## src/rtl/ex_div_ctrl.sv

```systemverilog
// Multi-cycle restoring divider for the EX stage: signed/unsigned, one quotient bit per clock.
// Result is {remainder, quotient}; busy_o stalls the pipeline while an operation is in flight.
module ex_div_ctrl #(
    parameter int WIDTH = 32
) (
    input  logic               clk,
    input  logic               rst,
    input  logic               signed_div_i,
    input  logic [WIDTH-1:0]   opdata1_i,
    input  logic [WIDTH-1:0]   opdata2_i,
    input  logic               start_i,
    input  logic               annul_i,
    output logic [2*WIDTH-1:0] result_o,
    output logic               ready_o,
    output logic               busy_o
);

    localparam int CW = $clog2(WIDTH + 1);

    typedef enum logic [1:0] {
        FREE,
        BYZERO,
        ON,
        END
    } state_t;

    state_t           state;
    state_t           next_state;
    logic [CW-1:0]    cnt;
    logic [WIDTH-1:0] dvd;
    logic [WIDTH-1:0] dvs;
    logic [WIDTH-1:0] rem;
    logic [WIDTH-1:0] quo;
    logic             quo_neg;
    logic             rem_neg;

    logic             accept;
    logic             iterate;
    logic             finish;
    logic             clear;

    logic [WIDTH-1:0] a_mag;
    logic [WIDTH-1:0] b_mag;
    logic [WIDTH:0]   shifted;
    logic [WIDTH:0]   diff;
    logic             qbit;
    logic [WIDTH-1:0] rem_next;
    logic [WIDTH-1:0] quo_next;
    logic [WIDTH-1:0] q_fin;
    logic [WIDTH-1:0] r_fin;

    assign ready_o = (state == END);
    assign busy_o  = (state != FREE);

    // Operand magnitudes and one restoring step; a borrow out of diff means the trial subtract failed.
    always_comb begin
        a_mag    = (signed_div_i && opdata1_i[WIDTH-1]) ? -opdata1_i : opdata1_i;
        b_mag    = (signed_div_i && opdata2_i[WIDTH-1]) ? -opdata2_i : opdata2_i;
        shifted  = {rem, dvd[WIDTH-1]};
        diff     = shifted - {1'b0, dvs};
        qbit     = ~diff[WIDTH];
        rem_next = qbit ? diff[WIDTH-1:0] : shifted[WIDTH-1:0];
        quo_next = {quo[WIDTH-2:0], qbit};
        q_fin    = quo_neg ? -quo_next : quo_next;
        r_fin    = rem_neg ? -rem_next : rem_next;
    end

    always_ff @(posedge clk or posedge rst) begin
        if (rst) begin
            state <= FREE;
        end else begin
            state <= next_state;
        end
    end

    always_comb begin
        next_state = state;
        accept     = 1'b0;
        iterate    = 1'b0;
        finish     = 1'b0;
        clear      = 1'b0;
        case (state)
            FREE: begin
                if (start_i && !annul_i) begin
                    accept     = 1'b1;
                    next_state = (opdata2_i == '0) ? BYZERO : ON;
                end
            end
            BYZERO: begin
                clear      = 1'b1;
                next_state = annul_i ? FREE : END;
            end
            ON: begin
                if (annul_i) begin
                    clear      = 1'b1;
                    next_state = FREE;
                end else begin
                    iterate = 1'b1;
                    if (cnt == CW'(WIDTH - 1)) begin
                        finish     = 1'b1;
                        next_state = END;
                    end
                end
            end
            END: begin
                if (!start_i) begin
                    clear      = 1'b1;
                    next_state = FREE;
                end
            end
            default: next_state = FREE;
        endcase
    end

    // Datapath: operands are captured once at accept so later input changes cannot leak in.
    always_ff @(posedge clk or posedge rst) begin
        if (rst) begin
            cnt      <= '0;
            dvd      <= '0;
            dvs      <= '0;
            rem      <= '0;
            quo      <= '0;
            quo_neg  <= 1'b0;
            rem_neg  <= 1'b0;
            result_o <= '0;
        end else begin
            if (accept) begin
                dvd     <= a_mag;
                dvs     <= b_mag;
                rem     <= '0;
                quo     <= '0;
                cnt     <= '0;
                quo_neg <= signed_div_i & (opdata1_i[WIDTH-1] ^ opdata2_i[WIDTH-1]);
                rem_neg <= signed_div_i & opdata1_i[WIDTH-1];
            end else if (iterate) begin
                dvd <= dvd << 1;
                rem <= rem_next;
                quo <= quo_next;
                cnt <= cnt + CW'(1);
            end
            if (finish) begin
                result_o <= {r_fin, q_fin};
            end else if (clear) begin
                result_o <= '0;
            end
        end
    end

endmodule

```

## config.mk

```make
export PLATFORM = sky130hd
export DESIGN_NAME = ex_div_ctrl
export DESIGN_NICKNAME = d
export VERILOG_FILES = /design/src/rtl/ex_div_ctrl.sv
export SDC_FILE = /design/constraint.sdc
export NUM_CORES = 1
export LEC_CHECK = 0
export ABC_AREA = 1
export CAP_MARGIN = 30
export CORE_ASPECT_RATIO = 2
export CORE_MARGIN = 2
export CORE_UTILIZATION = 59
export CTS_CLUSTER_SIZE = 25
export DETAILED_ROUTE_END_ITERATION = 6
export PLACE_DENSITY = 0.82
export SLEW_MARGIN = 15
export SYNTH_ARGS = -nofsm -noshare
export SYNTH_HDL_FRONTEND = slang
export SYNTH_SLANG_ARGS = --single-unit
```

## constraint.sdc

```tcl
create_clock -name clk -period 8.48 [get_ports clk]
set_input_delay 0.848 -clock clk [delete_from_list [all_inputs] [get_ports clk]]
set_output_delay 0.848 -clock clk [all_outputs]
set_load 0.1 [all_outputs]
```

==> run summary <==
The flow ran to the end, but the final reports show violations. The final reports fail on DRC. STA puts the critical path data required time at 8.88 ns.

The cell depth of the worst flop-to-flop path was 27; the detailed placer's ending HPWL was 34600 µm. The maximum buffer depth of the clock tree was 3. The worst min-delay path class was reg2reg. The initialized floorplan defines 81 standard-cell rows. The logs give 0 for the number of warnings issued by yosys and 1 for the H-tree level count. The worst register-to-register path ends at result_o[28]. After synthesis, the netlist uses 47 different library cells.

Ranked by total cell area, the synthesized netlist is headed by sky130_fd_sc_hd__dfrtp_1, sky130_fd_sc_hd__nand2_1, sky130_fd_sc_hd__inv_1. The post-cts resize count is 0, and the number of buffers inserted by hold repair at cts is 0. The initial cell density of the core is 59.8%, and the post-synth design cell area is 14500 µm².

The ratio of cells with drive above 1 in the final layout was 4.89%; the net total in the final layout was 2428. The largest individual stage delay along the critical path comes from the cell sky130_fd_sc_hd__nand2_4. The main combinational cell family by area after synthesis was simple AND/OR/NAND/NOR gates. TritonCTS built the clock tree. The number of nets handed over by synthesis was 2330. The run gives 2219 as the number of instances in the synthesized netlist. The run gives 0 as the initial antenna violation count. The run gives 1 as the number of remaining DRC errors. Entering global routing, the biggest net connects 134 pins. The worst setup path is captured at a flip-flop. For this design the top-level I/O count stands at 135. Synthesized-area fraction occupied by adder cells: 3.66%. The logs give 889 for the detailed router's first-iteration violation count and 24300 µm² for the placeable core area. Before antenna repair, the detailed router went through 7 iterations. The sum of negative setup slack came out at 0 ns. Setup repair after global routing left no endpoint under its margin.

In this run the most critical hold path is launched from result_o[17]. STA puts the critical path data arrival time at 5.42 ns. The area enclosed by the die boundary came out at 26000 µm². Summing the areas of all xor and xnor instances in the mapped netlist gives 2.41% of the synthesized area.

The most critical setup path has its endpoint at result_o[28]. The top cell type by area accounts for 34.6% of the synthesized area. The synthesized flop and latch total is 201. In the global route stage, overall resource usage came out at 35.3%.

The biggest fanout along the worst timing path is 41, and the complex-gate fraction of the synthesized area is 13.0%. The logs give 1.00 for the routability congestion estimate and 201 for the clock sink total. The global-route wire length before repair came out at 72000 µm. Dividing the detail-routed wire length by the instance count gives 17.2 µm. Based on the critical path, the design can be clocked at up to 0.200 GHz.

Die height: 226 µm. Critical register-to-register path startpoint: dvd[31]. Buffers placed on the I/O ports in this run total 134. The antenna diode instance count is 0, and the clock buffer count from CTS is 20. After layout, the minimum clock period comes to 5.01 ns. For flop-to-flop paths, the worst setup slack is 3.47 ns.

For this run the aggregate overflow at the end of global routing stands at 0. The total setup violations reported at the end of the flow is 0. The logs give 0.53 ns for the later-pin clock latency in the skew report and 33.3% for the worst relative slew slack.

The largest total area in the synthesized netlist belongs to sky130_fd_sc_hd__dfrtp_1. Using the TritonRoute via totals, the vias-per-cell ratio works out to 5.67. The final route contains 14900 vias. Clock-pin slew of the registers on the worst-case setup and hold paths: 0.07 ns. Sequential elements use 34.6% of the synthesized area.

The largest single stage delay on the critical path is 0.48 ns. The slew at the pin with the worst max-slew slack was 0.997 ns. The simple logic cell fraction of the synthesized area came out at 35.1%. After clock tree synthesis, the setup repair step added 0 buffers. The number of global-route vias before repair came out at 14600. The run gives 0 as the reported max-cap violation count.

Dividing the final minimum period by the clock period gives 59.1%. The number of failing hold endpoints at the final stage was 0. Across the routed clock network, the largest skew measured is 0.0152 ns. In this run the clock root is driven by a sky130_fd_sc_hd__clkbuf_16. Wires add up to 45100 µm. The share of cell area taken by muxes after synthesis came out at 0%. Relative to the synthesized area, the layout overhead comes to 15.4%.

The die width works out to 115 µm. In this run the worst setup path begins at dvd[31]. Number of nets with antenna violations after detailed routing: 0. The cell with the most instances on the worst path was sky130_fd_sc_hd__nand2_1. The mean cell area of the mapped netlist was 6.55 µm²; the count of final max-slew check failures was 0. The worst setup path is launched from a flip-flop. The category of the most critical setup path is reg2reg.
worst min-delay path by stage:
stage                   end  cells after the start  slack, ns
2_1_floorplan        dvd[0]                      2       0.45
3_3_place_gp   result_o[17]                      2       0.46
3_5_place_dp   result_o[17]                      2       0.47
4_1_cts        result_o[17]                      2       0.48
5_1_grt        result_o[63]                      2       0.50
6_report       result_o[17]                      2       0.48
cells by family (layout without fill, tap and decap cells):
kind of cell / after synthesis / in the layout
and+or+nand+nor: 1191 / 1191
buffers and inverters: 419 / 530
AOI/OAI and AO/OA: 326 / 326
DFF: 201 / 201
adders and majority gates: 42 / 42
xor gates and xnor gates: 40 / 40
sequential cells by signal, indices dropped and copies added, names as in the netlist:
name / count
cnt: 6
dvd: 32
dvs: 32
quo: 31
quo_neg: 1
rem: 32
rem_neg: 1
result_o: 64
state: 2
worst max-delay path, delay by kind of cell, from the launching register on:
family                   cells  cell delay (ns)
buffers and inverters        3             0.27
AND/OR/NAND/NOR             18             3.09
flip-flops                   1             0.37
AO/OA/AOI/OAI                3             0.31
adder cells (fa/ha/maj)      3             0.84
cells in the final DEF (no fill, tap or decap), types with 27 or more instances in the layout:
cell,instances
sky130_fd_sc_hd__a21oi_1,68
sky130_fd_sc_hd__clkdlybuf4s50_1,134
sky130_fd_sc_hd__dfrtp_1,201
sky130_fd_sc_hd__ha_1,41
sky130_fd_sc_hd__inv_1,334
sky130_fd_sc_hd__nand2_1,704
sky130_fd_sc_hd__nand3_1,168
sky130_fd_sc_hd__nor2_1,186
sky130_fd_sc_hd__o21ai_0,124
sky130_fd_sc_hd__o221ai_1,27
sky130_fd_sc_hd__o22ai_1,61
sky130_fd_sc_hd__xor2_1,30
metal layers:
layer	GRT usage, %	routed length, µm
met1	35.2	15800
met2	65.8	23900
met3	3.52	1730
met4	25.5	3710
met5	0	0
stage by stage:
| stage | hold WS, ns | worst slack [ns] | util, % | std cells | cell area, µm² |
|---|---|---|---|---|---|
| 6_report | 0.479 | 3.47 | 69.0 | 2620 | 16800 |
| 5_1_grt | 0.503 | 3.03 | 69.0 | 2620 | 16800 |
| 4_1_cts | 0.483 | 3.50 | 68.7 | 2617 | 16700 |
| 3_5_place_dp | 0.465 | 3.54 | 65.9 | 2582 | 16000 |
| 3_3_place_gp | 0.462 | 3.60 | 65.8 | 2581 | 16000 |
| 2_1_floorplan | 0.448 | 2.15 | - | 2219 | 14500 |
final cells by class:
type                       count  area (µm²)
inverter                     345        1300
clock buffer                  26         564
sequential                   201        5030
clock inverter                 9        97.6
fill                        2201        7550
tap                          290         363
multi-input combinational   1599        7890
timing repair buffer         150        1530
synth_stat cells (all sizes together):
cell type	instances
a21o	2
a21oi	71
a22oi	3
a31oi	1
a32o	2
and2	3
and3	2
buf	25
clkbuf	49
clkinv	1
dfrtp	201
fa	1
ha	41
inv	344
nand2	733
nand3	174
nand3b	17
nand4	24
nor2	200
nor3	26
nor3b	1
nor4	6
o211ai	6
o21ai	144
o21bai	1
o221ai	27
o22ai	61
o31ai	7
o41ai	1
or2	4
or3	1
xnor2	10
xor2	30
Power is left out: the tool's default activity adds up to more than one toggle a clock period on the data nets, which glitch-free logic cannot reach.
